## config.mk

```make
export PLATFORM = sky130hd
export DESIGN_NAME = lcd_fb_arbiter
export DESIGN_NICKNAME = d
export VERILOG_FILES = /design/src/rtl/lcd_pkg.sv /design/src/rtl/lcd_rr_pick.sv /design/src/rtl/lcd_fb_arbiter.sv
export SDC_FILE = /design/constraint.sdc
export NUM_CORES = 1
export LEC_CHECK = 0
export CAP_MARGIN = 20
export CORE_UTILIZATION = 51
export CTS_BUF_LIST = sky130_fd_sc_hd__clkbuf_2 sky130_fd_sc_hd__clkbuf_4 sky130_fd_sc_hd__clkbuf_8
export CTS_CLUSTER_DIAMETER = 100
export DETAILED_ROUTE_END_ITERATION = 7
export PLACE_DENSITY_LB_ADDON = 0.3
export SLEW_MARGIN = 25
export SYNTH_ARGS = -nofsm -noshare
export SYNTH_HDL_FRONTEND = slang
export SYNTH_SLANG_ARGS = --single-unit
```

## constraint.sdc

```tcl
create_clock -name iCLK -period 6 [get_ports iCLK]
set_input_delay 1.2 -clock iCLK [delete_from_list [all_inputs] [get_ports iCLK]]
set_output_delay 1.2 -clock iCLK [all_outputs]
set_load 0.02 [all_outputs]
```

## src/rtl/lcd_pkg.sv

```systemverilog
// Shared definitions for the 16x2 character LCD blocks.
// Holds the display geometry, the frame-buffer width, the fill character,
// the write payload struct and the frame-buffer owner FSM state encoding.
package lcd_pkg;

    localparam int unsigned LCD_COLS  = 16;
    localparam int unsigned LCD_ROWS  = 2;
    localparam int unsigned LCD_CELLS = 32;
    localparam int unsigned FB_W      = 256;
    localparam int unsigned CELL_W    = 5;
    localparam int unsigned CHAR_W    = 8;

    localparam logic [CHAR_W-1:0] CHAR_SPACE = 8'h20;

    // One character write: p[4] is the line, p[3:0] the column
    typedef struct packed {
        logic [CELL_W-1:0] addr;
        logic [CHAR_W-1:0] ch;
    } lcd_wr_t;

    typedef enum logic [1:0] {
        IDLE  = 2'd0,
        ACK   = 2'd1,
        CLEAR = 2'd2
    } lcd_state_e;

endpackage

```

## src/rtl/lcd_rr_pick.sv

```systemverilog
// Combinational round-robin picker for shared LCD resources.
// Ports:
//   req  - per-requester request vector
//   ptr  - index where the search starts (wraps modulo NUM_REQ)
//   win  - one-hot winner, all zero when no request
//   idx  - binary index of the winner, zero when no request
module lcd_rr_pick #(
    parameter int unsigned NUM_REQ = 4,
    localparam int unsigned IDX_W  = (NUM_REQ > 1) ? $clog2(NUM_REQ) : 1
) (
    input  logic [NUM_REQ-1:0] req,
    input  logic [IDX_W-1:0]   ptr,
    output logic [NUM_REQ-1:0] win,
    output logic [IDX_W-1:0]   idx
);

    logic             found;
    logic [IDX_W-1:0] cand;

    // First active request at or after ptr, wrapping around
    always_comb begin
        win   = '0;
        idx   = '0;
        found = 1'b0;
        cand  = '0;
        for (int unsigned i = 0; i < NUM_REQ; i++) begin
            cand = IDX_W'((32'(ptr) + i) % NUM_REQ);
            if (!found && req[cand]) begin
                found     = 1'b1;
                win[cand] = 1'b1;
                idx       = cand;
            end
        end
    end

endmodule

```

## src/rtl/lcd_fb_arbiter.sv

```systemverilog
// Frame-buffer owner for the 16x2 character LCD.
// Serialises single-character writes from NUM_REQ clients via round-robin
// and offers a bulk clear that sweeps all 32 cells to CLEAR_CHAR.
// Ports:
//   iCLK, iRST_N - clock, synchronous active-low reset
//   iREQ         - per-requester write request, held until granted
//   iADDR        - per-requester 5-bit cell index, packed 5 bits per client
//   iCHAR        - per-requester character code, packed 8 bits per client
//   iCLR         - clear request, only looked at in IDLE
//   oGNT         - one-hot grant pulse
//   oBUSY        - high while a clear sweep runs
//   oCHG         - pulse after every completed frame-buffer change
//   oFB          - frame buffer, cell p at oFB[8p+7:8p]
module lcd_fb_arbiter
    import lcd_pkg::*;
#(
    parameter int unsigned       NUM_REQ    = 4,
    parameter logic [CHAR_W-1:0] CLEAR_CHAR = CHAR_SPACE
) (
    input  logic                      iCLK,
    input  logic                      iRST_N,
    input  logic [NUM_REQ-1:0]        iREQ,
    input  logic [CELL_W*NUM_REQ-1:0] iADDR,
    input  logic [CHAR_W*NUM_REQ-1:0] iCHAR,
    input  logic                      iCLR,
    output logic [NUM_REQ-1:0]        oGNT,
    output logic                      oBUSY,
    output logic                      oCHG,
    output logic [FB_W-1:0]           oFB
);

    localparam int unsigned IDX_W = (NUM_REQ > 1) ? $clog2(NUM_REQ) : 1;

    lcd_state_e        state, state_n;
    logic [IDX_W-1:0]  ptr, ptr_n;
    logic [CELL_W-1:0] clr_idx, clr_idx_n;
    logic [NUM_REQ-1:0] gnt_n;
    logic              busy_n, chg_n;
    logic [FB_W-1:0]   fb_n;

    logic [NUM_REQ-1:0] pick_win;
    logic [IDX_W-1:0]   pick_idx;
    lcd_wr_t            wr [NUM_REQ];

    // Unpack the flat per-client buses
    for (genvar g = 0; g < NUM_REQ; g++) begin : g_unpack
        assign wr[g].addr = iADDR[CELL_W*g +: CELL_W];
        assign wr[g].ch   = iCHAR[CHAR_W*g +: CHAR_W];
    end

    lcd_rr_pick #(
        .NUM_REQ (NUM_REQ)
    ) u_pick (
        .req (iREQ),
        .ptr (ptr),
        .win (pick_win),
        .idx (pick_idx)
    );

    // State and output registers
    always_ff @(posedge iCLK) begin
        if (!iRST_N) begin
            state   <= IDLE;
            ptr     <= '0;
            clr_idx <= '0;
            oGNT    <= '0;
            oBUSY   <= 1'b0;
            oCHG    <= 1'b0;
            oFB     <= {LCD_CELLS{CLEAR_CHAR}};
        end else begin
            state   <= state_n;
            ptr     <= ptr_n;
            clr_idx <= clr_idx_n;
            oGNT    <= gnt_n;
            oBUSY   <= busy_n;
            oCHG    <= chg_n;
            oFB     <= fb_n;
        end
    end

    // Next-state and next-output logic
    always_comb begin
        state_n   = state;
        ptr_n     = ptr;
        clr_idx_n = clr_idx;
        gnt_n     = '0;
        busy_n    = oBUSY;
        chg_n     = 1'b0;
        fb_n      = oFB;

        case (state)
            IDLE: begin
                // Clear wins over any pending write
                if (iCLR) begin
                    state_n   = CLEAR;
                    busy_n    = 1'b1;
                    clr_idx_n = '0;
                end else if (|iREQ) begin
                    state_n = ACK;
                    gnt_n   = pick_win;
                    chg_n   = 1'b1;
                    fb_n[{wr[pick_idx].addr, 3'b000} +: CHAR_W] = wr[pick_idx].ch;
                    ptr_n   = (pick_idx == IDX_W'(NUM_REQ - 1)) ? '0
                                                                 : pick_idx + IDX_W'(1);
                end
            end

            // Requests are not sampled here, so a held iREQ cannot double-grant
            ACK: begin
                state_n = IDLE;
            end

            CLEAR: begin
                fb_n[{clr_idx, 3'b000} +: CHAR_W] = CLEAR_CHAR;
                clr_idx_n = clr_idx + CELL_W'(1);
                if (clr_idx == CELL_W'(LCD_CELLS - 1)) begin
                    state_n = IDLE;
                    busy_n  = 1'b0;
                    chg_n   = 1'b1;
                end
            end

            default: begin
                state_n = IDLE;
            end
        endcase
    end

endmodule

```

==> impl_metrics.csv, run 1 <==
group,metric,value,unit
outcome,outcome,"complete, no violations",
sta,worst_slack,419,ps
logic_synthesis,synth_area_per_cell,8.68,µm²
routing,first_pass_iters,8,
routing,avgRoutedWirePerCell,22.5,µm
routing,vias,13913,
cts,cts_tree,"done",
power,p_leak,6.22,nW
global_route,grt_overflow_total,0,
cells_and_area,area_delta_synth_final,34.9,%
routing,wl,48500,µm
cts,numCtsBuffers,44,
logic_synthesis,synth_area,0.0130,mm²
logic_synthesis,synth_fp_nets,1568,
routing,drc,0,
sta,period_minus_slack,5580,ps
routing,wl_met2,21600,µm
setup_path,required,6410,ps
global_route,grt_use_total,0.357,
sta,worst_hold_slack,454,ps
logic_synthesis,synth_ff_type,"dfxtp_1",
sta,finalCritPeriodShare,0.930,
place,dp_hpwl,33700,µm
cells_and_area,fillers,2042,
logic_synthesis,synth_top_cells_by_area,"dfxtp_1, nand3_1, a21oi_1",
logic_synthesis,synth_top_area_share,0.417,
cts,postCtsSetupBuffers,0,
logic_synthesis,netlist_instances,1497,
routing,dr_wl_met3,5790,µm
die,placementRows,58,
logic_synthesis,yosys.area.top_type,"dfxtp_1",
worst_hold_path,hp-class,"reg2reg",
cts,cts-root-buf,"clkbuf_8",
die,dieArea,0.0261,mm²
die,io_pins,321,
setup_path,reg2reg_depth,16,
cts,clkSinkCount,271,
logic_synthesis,ys_warn_count,0,
routing,drtIter0Drc,1436,
global_route,grt_max_degree,102,
cts,clk_latency,560,ps
setup_path,endpoint_kind,"flop",
die,fp.dieH,162,µm
setup_path,worst-setup-path-type,"reg2reg",
setup_path,cp_max_fo,13,
logic_synthesis,yosys_register_bits,271,
cells_and_area,layout_commonest_cell,"clkdlybuf4s50_1",
place,place_congestion,0.975,
power,ir_drop,199,µV
cts,clockBufferDepth,3,
cts,clk_pin_slew_worst_paths,60,ps
run,cap_violations,0,
sta,maxSlewViolCount,0,
sta,tightest_slew,1030,ps
cts,cts_resized,0,
cells_and_area,layout-drive-gt1-share,0.109,
routing,wirelength_met1,19100,µm
place,placement.io_buffers,320,
die,dieWidth,162,µm
place,pre_cts_slack,131,ps
die,start_util,0.518,
cells_and_area,nets,1871,
sta,clock.fmax,0.179,GHz
die,core_area,0.0251,mm²
global_route,grt_pass1_wl,73900,µm
routing,ant_nets,0,
sta,fin_tns_setup,0,ps
sta,finalHoldViolCount,0,
global_route,grt_pass1_vias,13053,
routing,vias_per_cell,6.45,
global_route,grt_antenna_before_repair,0,
setup_path,start_kind,"flop",
sta,finalSetupViolations,0,
worst_hold_path,hold_depth,2,
power,power.density,359,mW/mm²
logic_synthesis,async_flop_share,0,
cells_and_area,final_cell_mix,"clkdlybuf4s50_1, dfxtp_1, nand2_1",
logic_synthesis,synth.distinct_cells,96,
logic_synthesis,synth_enable_flop_cells,0,
sta,finClkSkew,24.0,ps
setup_path,crit_arrival,5990,ps
cts,holdBufCountCts,0,
sta,rsz0062_at_grt,"false",
cts,h-tree-depth,2,
cells_and_area,diodes,0,
logic_synthesis,yosysSeqAreaShare,0.417,
routing,highest_layer,"met4",
sta,max_slew_margin,0.308,
==> where the power goes <==
group | switching [mW] | internal, mW
Combinational | 1.75 | 0.837
Clock | 0.735 | 0.968
Sequential | 0.0903 | 1.92
==> final cells by class <==
cell class | instances | area (µm²) | area share
multi-input cells | 1068 | 6940 | 0.396
flip-flops and latches | 271 | 5430 | 0.310
repair buffers | 387 | 3720 | 0.212
clock buffers | 67 | 835 | 0.0476
well taps | 330 | 413 | 0.0236
inverters | 28 | 110 | 0.00628
clock inverters | 5 | 86.3 | 0.00493
==> sequential cells by signal, indices dropped and copies added, names as in the netlist <==
signal and flops:
oFB 256, state 2, oBUSY 1, clr_idx 5, oCHG 1, oGNT 4
ptr 2
==> synth_stat cells, types with 5 or more instances <==
cell type and n:
a211oi_1 8, a21boi_0 8, a21o_1 16, a21oi_1 103
a22oi_1 20, a31oi_1 17, a32o_1 10, a32oi_1 57
and2_1 14, and3_1 20, buf_1 5, buf_2 29
clkbuf_1 93, dfxtp_1 271, ha_1 12, inv_1 23
mux2_2 5, mux2i_1 42, nand2_1 130, nand2b_1 5
nand3_1 109, nand3b_1 8, nand4_1 38, nand4b_1 7
nor2_1 88, nor2_2 5, nor2b_1 9, nor3_1 19
nor3_2 5, nor4_1 8, o211ai_1 45, o21a_1 8
o21ai_0 71, o21ai_1 10, o21bai_1 6, o221ai_1 8
o22ai_1 27, o2bb2ai_1 28, o311ai_0 7
==> routing by layer <==
| layer | global-route usage | vias up |
|---|---|---|
| li1 | - | 6277 |
| met5 | 0 | - |
| met3 | 0.0935 | 155 |
| met2 | 0.554 | 895 |
| met4 | 0.163 | 0 |
| met1 | 0.464 | 6586 |
==> worst paths after layout <==
path	from	slack, ps	endpoint
max reg2reg	ptr[1]	420	oFB[219]
max	ptr[1]	420	oFB[219]
min reg2reg	oFB[133]	450	oFB[133]
min	oFB[133]	450	oFB[133]
==> per-stage QoR <==
step	power (mW)	std cells	cell area [µm²]	utilization
global placement	4.50	2084	16600	0.661
floorplan	3.56	1497	13000	-
finish	6.30	2156	17500	0.698
detailed placement	4.53	2084	16600	0.661
global route	6.52	2156	17500	0.698
CTS	6.22	2156	17500	0.698
==> critical path, stage by stage (launching register included) <==
cell      delay [ps]
dfxtp_1          510
inv_1            160
ha_1             620
mux4_2           680
o21ba_1          450
o32ai_1          150
a211oi_1         530
mux2_2           280
inv_2             40
ha_1             270
inv_1            190
o211ai_2         170
o21ai_2          360
buf_4            200
nand3_2          210
a21oi_2          480
o22ai_1          160
==> cells by family (layout without fill, tap and decap cells) <==
logic type / count (synthesis) / in the layout / synth area share
muxes: 52 / 52 / 0.0448
adders and majority gates: 12 / 12 / 0.0116
xor gates and xnor gates: 4 / 4 / 0.00327
DFF: 271 / 271 / 0.417
AOI/OAI and AO/OA: 506 / 506 / 0.278
and+or+nand+nor: 494 / 494 / 0.195
buffers and inverters: 158 / 487 / 0.0499
(Power assumes the default switching activity.)
==> run 2: changes to the inputs <==
- CTS_CLUSTER_DIAMETER: 100 -> 150
==> results of run 2 <==
Final layout, timing and power as in run 1 (identical DEF).
==> run 3: changes to the inputs <==
- CORE_UTILIZATION: 51 -> 55
- clock period: 6 -> 6.8 ns (I/O delays scaled with it)
==> run 3 against run 2 <==
Against the previous run: clock power is 7% lower; register-to-register slack better by 400 ps; routed wire length is 2.2% lower; critical path depth is 2 lower; via count is 0.60% lower; highest routed layer unchanged; power is 12% lower; core utilization is 6.0 points higher; die area is 7.2% lower; first-iteration DRC count is 2.9% lower; clock-buffer cell count is 3 higher; sequential power is 12% lower; largest cell class unchanged; combinational power is 15% lower.
==> impl_metrics.csv, run 3 (synthesized netlist as in run 1, its figures left out) <==
group,metric,value,unit
global_route,grt_overflow_total,0,
global_route,grt_use_total,0.381,
setup_path,reg2reg_depth,15,
setup_path,crit_path_top_delay_cell,"nor3_2",
cts,cts_tree,"done",
cells_and_area,largest_register_ff_count,256,
sta,max_slew_margin,0.260,
power,power.density,319,mW/mm²
setup_path,cp_max_fo,18,
die,dieArea,0.0242,mm²
setup_path,crit_arrival,6640,ps
cells_and_area,layout-drive-gt1-share,0.0992,
cts,cts_resized,0,
sta,rsz0062_at_grt,"false",
cts,clk_latency,580,ps
routing,vias,13830,
sta,finalSetupViolations,0,
routing,avgRoutedWirePerCell,22.4,µm
worst_hold_path,hp-class,"reg2reg",
cells_and_area,layout_commonest_cell,"clkdlybuf4s50_1",
global_route,grt_pass1_wl,73200,µm
sta,finClkSkew,26.6,ps
die,fp.dieH,156,µm
power,p_leak,6.12,nW
setup_path,cp-startpoint,"iREQ[1]",
cells_and_area,top_register,"oFB",
place,place_congestion,0.963,
cells_and_area,reg_top3,"oFB (256), clr_idx (5), oGNT (4)",
sta,tightest_slew,1110,ps
cts,clockBufferDepth,3,
cts,postCtsSetupBuffers,0,
setup_path,endpoint_kind,"flop",
cells_and_area,final_cell_mix,"clkdlybuf4s50_1, dfxtp_1, nand2_1",
sta,maxSlewViolCount,0,
setup_path,start_kind,"input pin",
global_route,grt_antenna_before_repair,0,
routing,drc,0,
setup_path,regToRegStartpoint,"ptr[1]",
setup_path,required,7200,ps
sta,clock.fmax,0.160,GHz
routing,ant_nets,0,
power,ir_drop,208,µV
cells_and_area,area_delta_synth_final,33.6,%
setup_path,reg2reg_to,"oFB[151]",
setup_path,crit_end,"oFB[151]",
routing,vias_per_cell,6.53,
setup_path,path_cells,"clkdlybuf4s50_1 -> mux4_2 -> nor2b_1 -> buf_4 -> o32ai_1 -> a211oi_1 -> mux2_2 -> inv_2 -> ha_1 -> nand2_1 -> nor3_2 -> a21oi_1 -> o21ai_0 -> a21oi_1",
place,placement.io_buffers,320,
cts,h-tree-depth,2,
cts,numCtsBuffers,44,
sta,finalHoldViolCount,0,
global_route,grt_pass1_vias,13056,
cells_and_area,diodes,0,
die,dieWidth,156,µm
cts,clkSinkCount,271,
die,placementRows,55,
setup_path,rrSetupSlack,820,ps
setup_path,cp_common_cell,"a21oi_1",
run,cap_violations,0,
die,start_util,0.567,
routing,first_pass_iters,5,
setup_path,worst-setup-path-type,"in2reg",
sta,finalCritPeriodShare,0.917,
cts,holdBufCountCts,0,
outcome,outcome,"complete, no violations",
cts,clk_pin_slew_worst_paths,60,ps
die,core_area,0.0229,mm²
cells_and_area,final_util,0.758,
cts,cts-root-buf,"clkbuf_8",
place,dp_hpwl,32400,µm
die,io_pins,321,
routing,drtIter0Drc,1395,
routing,wl,47500,µm
cells_and_area,nets,1843,
sta,period_minus_slack,6230,ps
global_route,grt_max_degree,96,
sta,fin_tns_setup,0,ps
setup_path,critPathMaxStageDelay,710,ps
==> run 3: critical path: cells and delay by family <==
kind	cells	cell delay, ps
adder cells (fa/ha/maj)	1	620
multiplexers	2	970
buffers and inverters	3	1040
AND/OR/NAND/NOR	3	1440
AO/OA/AOI/OAI	5	1190
==> run 3: layout make-up <==
type                    count  area [µm²]
clock buffers              70         888
clock inverters             9         110
fillers                  1679        5560
inverters                  28         108
multi-input cells        1068        6940
flip-flops and latches    271        5430
well taps                 313         392
repair buffers            359        3490
==> run 3: metal layers <==
layer	global-route usage	vias to the layer above	routed length, µm
li1	-	6233	-
met1	0.493	6542	18400
met2	0.593	894	21100
met3	0.0919	161	5710
met4	0.190	0	2200
met5	0	-	0
==> run 3: power breakdown <==
group | internal (mW) | switching, mW
sequential | 1.69 | 0.0776
clock | 0.908 | 0.671
combinational | 0.666 | 1.53
==> run 3: how the worst min path moves through the flow <==
| stage | cells after the start | slack, ps | endpoint | from |
|---|---|---|---|---|
| 3_5_place_dp | 2 | 440 | oFB[69] | oFB[69] |
| 3_3_place_gp | 2 | 430 | oFB[69] | oFB[69] |
| 6_report | 2 | 450 | oFB[133] | oFB[133] |
| 5_1_grt | 1 | 470 | oFB[57] | oFB[57] |
| 4_1_cts | 2 | 450 | oFB[69] | oFB[69] |
| 2_1_floorplan | 2 | 520 | oFB[69] | oFB[69] |
==> run 3: metrics by stage <==
stage	instances	instance area [µm²]	hold slack (ps)	setup WS (ps)	total power, mW
floorplan	1497	13000	518	1540	3.14
global placement	2039	16400	432	415	3.87
detailed placement	2039	16400	438	228	3.90
CTS	2118	17400	445	785	5.47
global route	2118	17400	469	374	5.74
finish	2118	17400	448	567	5.54
